File: config.mk
export PLATFORM = sky130hd
export DESIGN_NAME = vector_coprocessor
export DESIGN_NICKNAME = d
export VERILOG_FILES = /design/src/rtl/vec_pkg.sv /design/src/rtl/vec_csr_regfile.sv /design/src/rtl/vector_coprocessor.sv
export SDC_FILE = /design/constraint.sdc
export NUM_CORES = 1
export LEC_CHECK = 0
export BUFFER_PORTS_ARGS = -buffer_cell sky130_fd_sc_hd__buf_2
export CORE_MARGIN = 1
export CORE_UTILIZATION = 47
export CTS_CLUSTER_DIAMETER = 120
export CTS_CLUSTER_SIZE = 12
export DETAILED_ROUTE_END_ITERATION = 7
export PLACE_DENSITY = 0.74
export SLEW_MARGIN = 25
export SYNTH_ARGS = -nofsm -noshare
export SYNTH_HDL_FRONTEND = slang
export SYNTH_SLANG_ARGS = --single-unit
export TNS_END_PERCENT = 10
File: constraint.sdc
create_clock -name clk -period 2.5 [get_ports clk]
set_clock_uncertainty 0.05 [all_clocks]
set_input_delay 0.125 -clock clk [delete_from_list [all_inputs] [get_ports clk]]
set_output_delay 0.125 -clock clk [all_outputs]
set_load 0.01 [all_outputs]
File: src/rtl/vec_pkg.sv
`default_nettype none
// ============================================================================
// Module   : vec_pkg
// Purpose  : Shared types and constants for the vector co-processor:
//            opcode/funct3 enums, load width and mop encodings, FSM states,
//            machine widths and small decode helpers.
// Ports    : none (package)
// Revision : 1.0 - initial release
// ============================================================================
package vec_pkg;

  localparam int XLEN      = 32;
  localparam int VLEN      = 128;
  localparam int SEW       = 32;
  localparam int NUM_VREGS = 32;

  typedef enum logic [6:0] {
    V_ARITH = 7'h57,
    V_LOAD  = 7'h07
  } opcode_e;

  typedef enum logic [2:0] {
    CONF = 3'b111
  } funct3_e;

  // Load width field encodings
  localparam logic [2:0] WIDTH_E8  = 3'b000;
  localparam logic [2:0] WIDTH_E16 = 3'b101;
  localparam logic [2:0] WIDTH_E32 = 3'b110;

  // Internal element-width code used by the load datapath
  localparam logic [1:0] EEW_8  = 2'd0;
  localparam logic [1:0] EEW_16 = 2'd1;
  localparam logic [1:0] EEW_32 = 2'd2;

  // Load addressing modes
  localparam logic [1:0] MOP_UNIT    = 2'b00;
  localparam logic [1:0] MOP_STRIDED = 2'b10;

  // vtype bits that may be non-zero in a legal setting: vma, vta, vsew
  localparam logic [XLEN-1:0] VTYPE_FREE_BITS = 32'h0000_00F8;

  typedef enum logic [1:0] {
    S_IDLE = 2'd0,
    S_LOAD = 2'd1,
    S_DONE = 2'd2
  } state_e;

  // Config variants: vsetvli (bit31=0), vsetivli (11), vsetvl (1000000)
  function automatic logic cfg_variant_ok(input logic [6:0] f7);
    return (!f7[6]) || (f7[6:5] == 2'b11) || (f7 == 7'b1000000);
  endfunction

  // VLMAX for LMUL=1 and a legal vsew
  function automatic logic [XLEN-1:0] vlmax_for_sew(input logic [2:0] vsew);
    logic [XLEN-1:0] r;
    case (vsew)
      3'b000:  r = XLEN'(VLEN / 8);
      3'b001:  r = XLEN'(VLEN / 16);
      default: r = XLEN'(VLEN / 32);
    endcase
    return r;
  endfunction

endpackage
`default_nettype wire

File: src/rtl/vec_csr_regfile.sv
`default_nettype none
// ============================================================================
// Module   : vec_csr_regfile
// Purpose  : Holds vl and the vill flag and computes the new vl for the
//            vsetvli / vsetivli / vsetvl configuration instructions.
// Ports    : clk, reset (async, active-low)
//            cfg_en    - commit a configuration instruction this cycle
//            cfg_bits  - instruction[31:15] (variant, zimm, rs1/uimm)
//            rd_is_x0  - destination register field is x0
//            rs1_data  - AVL for vsetvli/vsetvl
//            rs2_data  - vtype for vsetvl
//            vl, vill  - current configuration state
// Revision : 1.0 - initial release
// ============================================================================
module vec_csr_regfile
  import vec_pkg::*;
(
  input  logic            clk,
  input  logic            reset,
  input  logic            cfg_en,
  input  logic [16:0]     cfg_bits,
  input  logic            rd_is_x0,
  input  logic [XLEN-1:0] rs1_data,
  input  logic [XLEN-1:0] rs2_data,
  output logic [XLEN-1:0] vl,
  output logic            vill
);

  logic [XLEN-1:0] vl_q, vl_d;
  logic            vill_q, vill_d;
  logic [XLEN-1:0] vtype_new, avl, vlmax;
  logic            uses_rs1, rs1_is_x0, vtype_ok;

  always_comb begin
    rs1_is_x0 = (cfg_bits[4:0] == 5'd0);
    if (cfg_bits[16:15] == 2'b11) begin
      // vsetivli: 10-bit zimm, 5-bit immediate AVL
      uses_rs1  = 1'b0;
      vtype_new = {{(XLEN-10){1'b0}}, cfg_bits[14:5]};
      avl       = {{(XLEN-5){1'b0}}, cfg_bits[4:0]};
    end else if (!cfg_bits[16]) begin
      // vsetvli: 11-bit zimm
      uses_rs1  = 1'b1;
      vtype_new = {{(XLEN-11){1'b0}}, cfg_bits[15:5]};
      avl       = rs1_data;
    end else begin
      // vsetvl: vtype from register
      uses_rs1  = 1'b1;
      vtype_new = rs2_data;
      avl       = rs1_data;
    end

    // Only vma/vta/vsew may be set; LMUL fixed at 1; SEW up to 32
    vtype_ok = ((vtype_new & ~VTYPE_FREE_BITS) == '0) && (vtype_new[5:3] <= 3'd2);
    vlmax    = vlmax_for_sew(vtype_new[5:3]);

    vl_d   = vl_q;
    vill_d = vill_q;
    if (cfg_en) begin
      if (!vtype_ok) begin
        vill_d = 1'b1;
        vl_d   = '0;
      end else begin
        vill_d = 1'b0;
        if (uses_rs1 && rs1_is_x0) begin
          // rs1=x0: rd!=x0 requests VLMAX, rd=x0 keeps the current vl
          vl_d = rd_is_x0 ? vl_q : vlmax;
        end else begin
          vl_d = (avl < vlmax) ? avl : vlmax;
        end
      end
    end
  end

  always_ff @(posedge clk or negedge reset) begin
    if (!reset) begin
      vl_q   <= '0;
      vill_q <= 1'b1;
    end else begin
      vl_q   <= vl_d;
      vill_q <= vill_d;
    end
  end

  assign vl   = vl_q;
  assign vill = vill_q;

endmodule
`default_nettype wire

File: src/rtl/vector_coprocessor.sv
`default_nettype none
// ============================================================================
// Module   : vector_coprocessor
// Purpose  : Minimal RISC-V V co-processor. Executes vector configuration
//            instructions and unit-stride (optionally strided) vector loads
//            into a 32 x VLEN register file, one element per cycle.
// Ports    : clk, reset (async, active-low)
//            instruction, rs1_data, rs2_data - from the scalar core
//            is_vec        - instruction is a supported vector instruction
//            is_loaded     - pulse when the last load element is written
//            ld_inst       - load is accessing memory
//            mem2lsu_data  - combinational read data at lsu2mem_addr
//            lsu2mem_addr  - byte address of current element
//            csr_out       - vl from the last configuration instruction
//            vec_pro_ack   - pulse: previous instruction completed
//            vec_pro_ready - idle, instruction input sampled
// Config   : VEC_STRIDED_LOAD_EN - enables mop=10 strided loads
// Revision : 1.0 - initial release
// ============================================================================
module vector_coprocessor
  import vec_pkg::*;
(
  input  logic            clk,
  input  logic            reset,
  input  logic [XLEN-1:0] instruction,
  input  logic [XLEN-1:0] rs1_data,
  input  logic [XLEN-1:0] rs2_data,
  output logic            is_vec,
  output logic            is_loaded,
  output logic            ld_inst,
  input  logic [SEW-1:0]  mem2lsu_data,
  output logic [XLEN-1:0] lsu2mem_addr,
  output logic [XLEN-1:0] csr_out,
  output logic            vec_pro_ack,
  output logic            vec_pro_ready
);

  state_e          state_q, state_d;
  logic [XLEN-1:0] addr_q, addr_d;
  logic [XLEN-1:0] stride_q, stride_d;
  logic [1:0]      eew_q, eew_d;
  logic [4:0]      vd_q, vd_d;
  logic [4:0]      idx_q, idx_d;
  logic [4:0]      n_q, n_d;
  logic            vm_q, vm_d;
  logic            zero_ld_q, zero_ld_d;

  logic [VLEN-1:0] vreg [NUM_VREGS];

  // Decode
  logic            cfg_ok, ld_ok, ld_width_ok, ld_mop_ok, accept;
  logic [1:0]      ld_eew, ld_mop;
  logic [XLEN-1:0] ld_stride, unit_stride, elem_max;
  logic [4:0]      ld_n;
  logic [XLEN-1:0] vl;
  logic            vill;

  // Datapath
  logic            last_elem, elem_we;
  logic [6:0]      bit_off;
  logic [VLEN-1:0] elem_mask, wr_mask, wr_data;

  always_comb begin
    ld_eew      = EEW_8;
    ld_width_ok = 1'b0;
    elem_max    = XLEN'(VLEN / 8);
    case (instruction[14:12])
      WIDTH_E8:  begin ld_eew = EEW_8;  ld_width_ok = 1'b1; elem_max = XLEN'(VLEN / 8);  end
      WIDTH_E16: begin ld_eew = EEW_16; ld_width_ok = 1'b1; elem_max = XLEN'(VLEN / 16); end
      WIDTH_E32: begin ld_eew = EEW_32; ld_width_ok = 1'b1; elem_max = XLEN'(VLEN / 32); end
      default:   ;
    endcase

    ld_mop = instruction[27:26];
`ifdef VEC_STRIDED_LOAD_EN
    ld_mop_ok = (ld_mop == MOP_UNIT) || (ld_mop == MOP_STRIDED);
`else
    ld_mop_ok = (ld_mop == MOP_UNIT);
`endif

    // nf must be 0 and mew must be 0
    ld_ok  = (instruction[6:0] == V_LOAD) && ld_width_ok && ld_mop_ok &&
             (instruction[31:29] == 3'b000) && !instruction[28];
    cfg_ok = (instruction[6:0] == V_ARITH) && (instruction[14:12] == CONF) &&
             cfg_variant_ok(instruction[31:25]);
    is_vec = cfg_ok || ld_ok;
    accept = (state_q == S_IDLE) && is_vec;

    unit_stride = {{(XLEN-1){1'b0}}, 1'b1} << ld_eew;
    ld_stride   = (ld_mop == MOP_STRIDED) ? rs2_data : unit_stride;
    ld_n        = vill ? 5'd0 : ((vl < elem_max) ? vl[4:0] : elem_max[4:0]);
  end

  vec_csr_regfile u_csr (
    .clk      (clk),
    .reset    (reset),
    .cfg_en   (accept && cfg_ok),
    .cfg_bits (instruction[31:15]),
    .rd_is_x0 (instruction[11:7] == 5'd0),
    .rs1_data (rs1_data),
    .rs2_data (rs2_data),
    .vl       (vl),
    .vill     (vill)
  );

  // FSM: state register
  always_ff @(posedge clk or negedge reset) begin
    if (!reset) state_q <= S_IDLE;
    else        state_q <= state_d;
  end

  // FSM: next state
  always_comb begin
    state_d = state_q;
    case (state_q)
      S_IDLE: begin
        if (accept) begin
          if (cfg_ok || (ld_n == 5'd0)) state_d = S_DONE;
          else                          state_d = S_LOAD;
        end
      end
      S_LOAD:  if (last_elem) state_d = S_DONE;
      S_DONE:  state_d = S_IDLE;
      default: state_d = S_IDLE;
    endcase
  end

  // FSM: outputs
  always_comb begin
    vec_pro_ready = (state_q == S_IDLE);
    ld_inst       = (state_q == S_LOAD);
    vec_pro_ack   = (state_q == S_DONE);
    last_elem     = (idx_q == (n_q - 5'd1));
    // A zero-length load still reports completion, during its DONE cycle
    is_loaded     = ((state_q == S_LOAD) && last_elem) || zero_ld_q;
    elem_we       = (state_q == S_LOAD) && (vm_q || vreg[0][{2'b00, idx_q}]);
  end

  // Load sequencing state
  always_comb begin
    addr_d    = addr_q;
    stride_d  = stride_q;
    eew_d     = eew_q;
    vd_d      = vd_q;
    vm_d      = vm_q;
    idx_d     = idx_q;
    n_d       = n_q;
    zero_ld_d = 1'b0;
    if (accept && ld_ok) begin
      addr_d    = rs1_data;
      stride_d  = ld_stride;
      eew_d     = ld_eew;
      vd_d      = instruction[11:7];
      vm_d      = instruction[25];
      idx_d     = 5'd0;
      n_d       = ld_n;
      zero_ld_d = (ld_n == 5'd0);
    end else if (state_q == S_LOAD) begin
      addr_d = addr_q + stride_q;
      idx_d  = idx_q + 5'd1;
    end
  end

  always_ff @(posedge clk or negedge reset) begin
    if (!reset) begin
      addr_q    <= '0;
      stride_q  <= '0;
      eew_q     <= EEW_8;
      vd_q      <= '0;
      vm_q      <= 1'b0;
      idx_q     <= '0;
      n_q       <= '0;
      zero_ld_q <= 1'b0;
    end else begin
      addr_q    <= addr_d;
      stride_q  <= stride_d;
      eew_q     <= eew_d;
      vd_q      <= vd_d;
      vm_q      <= vm_d;
      idx_q     <= idx_d;
      n_q       <= n_d;
      zero_ld_q <= zero_ld_d;
    end
  end

  // Element write: replicate the low EEW bits and merge under a lane mask
  always_comb begin
    case (eew_q)
      EEW_8: begin
        bit_off   = {idx_q[3:0], 3'b000};
        elem_mask = {{(VLEN-8){1'b0}}, 8'hFF};
        wr_data   = {(VLEN/8){mem2lsu_data[7:0]}};
      end
      EEW_16: begin
        bit_off   = {idx_q[2:0], 4'b0000};
        elem_mask = {{(VLEN-16){1'b0}}, 16'hFFFF};
        wr_data   = {(VLEN/16){mem2lsu_data[15:0]}};
      end
      default: begin
        bit_off   = {idx_q[1:0], 5'b00000};
        elem_mask = {{(VLEN-32){1'b0}}, 32'hFFFF_FFFF};
        wr_data   = {(VLEN/SEW){mem2lsu_data}};
      end
    endcase
    wr_mask = elem_mask << bit_off;
  end

  always_ff @(posedge clk or negedge reset) begin
    if (!reset) begin
      for (int r = 0; r < NUM_VREGS; r++) vreg[r] <= '0;
    end else if (elem_we) begin
      vreg[vd_q] <= (vreg[vd_q] & ~wr_mask) | (wr_data & wr_mask);
    end
  end

  assign lsu2mem_addr = addr_q;
  assign csr_out      = vl;

endmodule
`default_nettype wire

; ---- After elaboration in Yosys (flattened, before gate mapping)
; Cells that the tools add are included.
[op_classes]
muxes = 25
n_div = 0
add_sub_neg = 3
n_lt_le_gt_ge = 3
bitwise_logic = 0
n_shift = 1
multipliers = 0
n_reduce_logical = 32
n_eq_ne = 15
[op_table]
columns = cell, n
row1 = 2-to-1 mux 32 bit, 10
row2 = adder 32 bit, 1
row3 = logical NOT 32 bit, 1
row4 = less-than comparator 32 bit, 1
row5 = less-than comparator 32 x 5 -> 1 bit, 1
row6 = "left shift 1 x 2 -> 32 bit, first input constant", 1
row7 = 2-to-1 mux 5 bit, 4
row8 = case mux 5 bit (2 select lines), 2
row9 = logical NOT 5 bit, 3
row10 = "equality test 7 bit, second input constant", 2
row11 = logical AND 1 bit, 12
row12 = "equality test 3 bit, second input constant", 3
row13 = logical NOT 3 bit, 3
row14 = case mux 2 bit (2 select lines), 2
row15 = "equality test 7 x 3 -> 1 bit, second input constant", 1
row16 = "equality test 2 bit, second input constant", 3
row17 = 2-to-1 mux 2 bit, 3
row18 = "adder 5 x 1 -> 5 bit, second input constant", 1
row19 = equality test 5 bit, 1
row20 = logical OR 1 bit, 5
row21 = "subtractor 5 x 1 -> 5 bit, second input constant", 1
row22 = logical NOT 2 bit, 2
row23 = 2-to-1 mux 1 bit, 4
row24 = "!= test 2 x 1 -> 1 bit, second input constant", 2
row25 = other kinds (8), 10
[totals]
romBits = 0
regBits = 110
latchBits = 0
input_bits = 130
mem_count = 0
ramBits = 0

; ---- Logic depth before layout (Yosys ltp)
[depth]
word_depth = 11
mapped_depth = 11

; ---- Cells and area by module
; Synthesis repeated with hierarchy kept, for this count alone.
[unflattened]
cells_unflattened = 700
area_unflattened_um2 = 6600.1
[by_module_without_submodules]
columns = mod, cells_each, area_each_um2, n_inst
row1 = vector_coprocessor, 564, 5071.1, 1
row2 = vec_csr_regfile, 136, 1529.0, 1

; ---- Least setup slack after synthesis
; No wires, ideal clock.
[synth_path]
path_kind = flip-flop to flip-flop
from = register addr_q[0] (netlist: lsu2mem_addr[0])
to = register addr_q[26] (netlist: lsu2mem_addr[26])
required_time_ns = 2.349
setup_ns = 0.101
period_less_slack_ns = 2.581
setup_slack_ns = -0.081
path_stages_with_launch = 12
arrival_time_ns = 2.431
path_cell_list = dfrtp_1 > ha_1 > inv_1 > fa_1 > nor2b_1 > o2111ai_1 > a21oi_2 > nor3_2 > or3b_1 > a21boi_2 > o2111ai_2 > o311ai_2
[synth_via]
elab_chain_len = 3
[synth_lines]
columns = item, line
row1 = "start, declared", vector_coprocessor.sv:39  ; logic [XLEN-1:0] addr_q, addr_d;
row2 = "start signal, assigned", vector_coprocessor.sv:175  ; addr_q <= addr_d;
row3 = adder 32 bit, vector_coprocessor.sv:159  ; addr_d = addr_q + stride_q;
row4 = 2-to-1 mux 32 bit, vector_coprocessor.sv:158  ; end else if (state_q == S_LOAD) begin
row5 = 2-to-1 mux 32 bit, vector_coprocessor.sv:149  ; if (accept && ld_ok) begin
; Every way passes these cells. The select of a mux whose other input is x is not followed.
; A chain may end at the register's enable or synchronous reset.

; ---- Worst setup path in the final report
[layout_path]
from = register addr_q[19] (netlist: lsu2mem_addr[19])
to = register addr_q[26] (netlist: lsu2mem_addr[26])
; The elaborated chain is that of the path after synthesis.

==> flow_summary_export.csv <==
group,metric,value,unit
run_status,outcome,"finished, violations left",
run_status,violations,"setup timing",
clock_network,cts_inserted_buffers,9,
timing,fmax,389,MHz
worst_setup_path,timing.rr.end,"lsu2mem_addr[26]",
timing,relSlewSlack,41.6,%
worst_setup_path,regToRegStartpoint,"lsu2mem_addr[19]",
routing,wl_per_cell,17.9,um
grt,antenna_found_initial,0,
worst_setup_path,r2r_cells,9,
grt,grt-ovfl-total,0,
clock_network,clock_latency,0.35,ns
final_layout,area_growth_syn_to_layout,29.6,%
timing,rsz0062_at_grt,"yes",
routing,vias,6157,
placed_design,portBuffers,164,
synth,synthArstFlopShare,100,%
flow_run,drv_cap,0,
grt,groute.usage.overall,26.5,%
power_and_ir_drop,p_leak,4.23,nW
routing,drt_first_pass_iters,4,
placed_design,dp_cells,1014,
synth,syn_area,6530,um2
synth,yosysWarnings,0,
final_layout,n_antenna_cell,0,
routing,wl,19000,um
die,fp.dieH,120,um
final_layout,finalNonFillerCells,1057,
synth,syn_nets,834,
synth,synth_top_area_cell,"dfrtp_1",
timing,drv_slew,0,
worst_setup_path,end_kind,"register",
synth,synth_ff_type,"dfrtp_1",
timing,hold_viol,0,
synth,muxShareOfSynthArea,2.82,%
timing,fin_ws,-0.0686,ns
synth,synthSimpleGateAreaFrac,21.1,%
hold_path,min_delay_worst_endpoint,"lsu2mem_addr[24]",
timing,setup_viol,1,
synth,ys_seq_elements,110,
die,die_x,120,um
final_layout,fillers,1108,
worst_setup_path,rrSetupSlack,-0.07,ns
hold_path,min_delay_path_depth,3,
die,ios,199,
worst_setup_path,cp-start-kind,"register",
synth,ys_seq_area_share,42.2,%
synth,synth.area.top_cells,"dfrtp_1, ha_1, and2_1, nor2b_1, a21oi_1",
clock_network,cts_root_buffer,"clkbuf_16",
placed_design,gp_congestion,0.937,
final_layout,post-route-util,63.1,%
synth,synth_compound_area_share,19.9,%
synth,synth_top_family_by_area,"simple AND/OR/NAND/NOR gates",
power_and_ir_drop,peakVddDrop,0.000321,V
routing,antenna_left,0,
routing,drcViolationCount,0,
synth,ys_types,83,
routing,vias_per_cell,5.82,
grt,grt_max_degree,49,
hold_path,hold_class,"input pin to register",
die,start_util,48.7,%
grt,first_global_vias,6036,
worst_setup_path,required,2.67,ns
synth,synthAdderAreaFrac,7.40,%
clock_network,clk_path_buf_depth,2,
worst_setup_path,path_class,"register to register",
clock_network,clk_pin_slew,0.08,ns
die,core,13400,um2
timing,timing.final.crit_share,103,%
clock_network,clock_sinks,110,
grt,grt_pass1_wl,30000,um
placed_design,dp.final_hpwl,13700,um
synth,synth.top_cell.area_share,41.8,%
hold_path,min-delay-start,"rs1_data[24]",
timing,worst_pin_slew,0.875,ns
die,num_rows,42,
routing,first_iter_violations,431,
clock_network,cts_tree,"done",
synth,syn_avg_cell_area,9.80,um2
final_layout,finalNetCount,1044,
synth,synth-xor-area-share,3.49,%
clock_network,cts-htree-levels,3,
final_layout,final_area,8460,um2
power_and_ir_drop,p_per_area,416,nW/um2
synth,synth-edff-count,0,
placed_design,place_area,7740,um2
die,fp.dieArea,14400,um2
worst_setup_path,worstPathMaxFanout,4,
final_layout,drive_gt1_share,30.3,%
synth,syn_inst,666,
timing,finalCriticalPeriod,2.57,ns
worst_setup_path,cp.arrival,2.74,ns
[cell families after synthesis]
kind of cell,count (synthesis)
fa+ha+maj,38
xor+xnor,26
flops,110
simple gates,241
mux,18
buf+inv,46
compound gates,187
[registers in the layout (all words and copies together) (netlist names)]
signal / cells
idx_q: 5
lsu2mem_addr: 32
stride_q: 32
zero_ld_q: 1
n_q: 5
state_q: 2
u_csr.vill: 1
u_csr.vl: 32
[power breakdown]
| part | switching, W | total [W] | internal [W] |
|---|---|---|---|
| Clock | 0.000737 | 0.00145 | 0.000711 |
| Sequential | 0.00000518 | 0.00179 | 0.00178 |
| Combinational | 0.000146 | 0.000280 | 0.000135 |
[repair_timing]
item / CTS / global route
resized for setup: 4 / 23
hold buffers: 25 / 0
setup buffers: 2 / 0
endpoints found under the hold margin: 58 / 0
endpoints found under the setup margin: 6 / 21
pin swaps: 8 / 1
[cells in the mapped netlist (all sizes together), types with 7 or more instances]
cell type	n
o21ai	45
xor2	12
xnor2	14
clkbuf	13
mux2i	15
a21oi	39
dfrtp	109
and3	7
buf	10
nand4	9
inv	23
a21o	14
nor3	14
nor3b	8
nand3	15
nor4	23
nand2b	7
nand2	39
ha	37
nor2	32
a22oi	21
and2	33
nor2b	33
[area by class of cell]
cell class | instances | area (um2) | share of cell area [%]
multi-input cells | 510 | 3750 | 44.3
flip-flops and latches | 110 | 2750 | 32.6
repair buffers | 222 | 1350 | 16.0
clock buffers | 9 | 225 | 2.66
well taps | 176 | 220 | 2.60
inverters | 23 | 86.3 | 1.02
clock inverters | 7 | 73.8 | 0.873
[critical path, stage by stage (launching register included)]
cell and delay, ns:
dfrtp_1 0.41, ha_1 0.26, a21o_1 0.22, a31o_1 0.21
or3_1 0.37, o22a_1 0.21, or3b_4 0.28, a21boi_4 0.07
o2111ai_2 0.23, o311ai_2 0.12
[cell usage in the layout (no fill, tap or decap), types with 25 or more instances in the layout]
| master | netlist | final |
|---|---|---|
| o21ai_1 | 24 | 26 |
| a21oi_1 | 38 | 34 |
| and2_1 | 33 | 33 |
| nor2_1 | 31 | 31 |
| nand2_1 | 39 | 39 |
| dlygate4sd3_1 | 0 | 25 |
| ha_1 | 37 | 28 |
| dfrtp_1 | 109 | 109 |
| nor2b_1 | 33 | 32 |
| buf_2 | 7 | 163 |
| buf_4 | 1 | 31 |
[per-layer routing]
layer | vias to the layer above | global-route usage [%] | wire (um) | share of wire, %
met3 | 22 | 4.71 | 1020 | 5.4
li1 | 2881 | - | - | -
met2 | 187 | 43.1 | 9120 | 48
met4 | 0 | 8.05 | 303 | 1.6
met5 | - | 0 | 0 | 0
met1 | 3067 | 36.1 | 8520 | 45
[how the worst max path moves through the flow]
stage / startpoint / cells past startpoint / end / slack (ns)
2_1_floorplan: lsu2mem_addr[0] / 11 / lsu2mem_addr[26] / -0.02
3_3_place_gp: stride_q[0] / 11 / lsu2mem_addr[26] / -0.02
3_5_place_dp: lsu2mem_addr[20] / 9 / lsu2mem_addr[26] / -0.05
4_1_cts: stride_q[0] / 11 / lsu2mem_addr[26] / -0.04
5_1_grt: stride_q[0] / 11 / lsu2mem_addr[26] / -0.19
6_report: lsu2mem_addr[19] / 9 / lsu2mem_addr[26] / -0.07
[per-stage QoR]
stage / hold WS [ns] / setup slack, ns / setup TNS [ns] / power [W]
4_1_cts: 0.00495 / -0.0379 / -0.0379 / 0.00353
2_1_floorplan: -0.221 / -0.0171 / -0.0171 / 0.00190
5_1_grt: 0.0137 / -0.186 / -1.20 / 0.00365
3_3_place_gp: 0.0580 / -0.0247 / -0.0247 / 0.00206
3_5_place_dp: 0.0667 / -0.0514 / -0.0631 / 0.00207
6_report: 0.0111 / -0.0686 / -0.0686 / 0.00352
No activity file was read; power rests on OpenSTA's default activity.
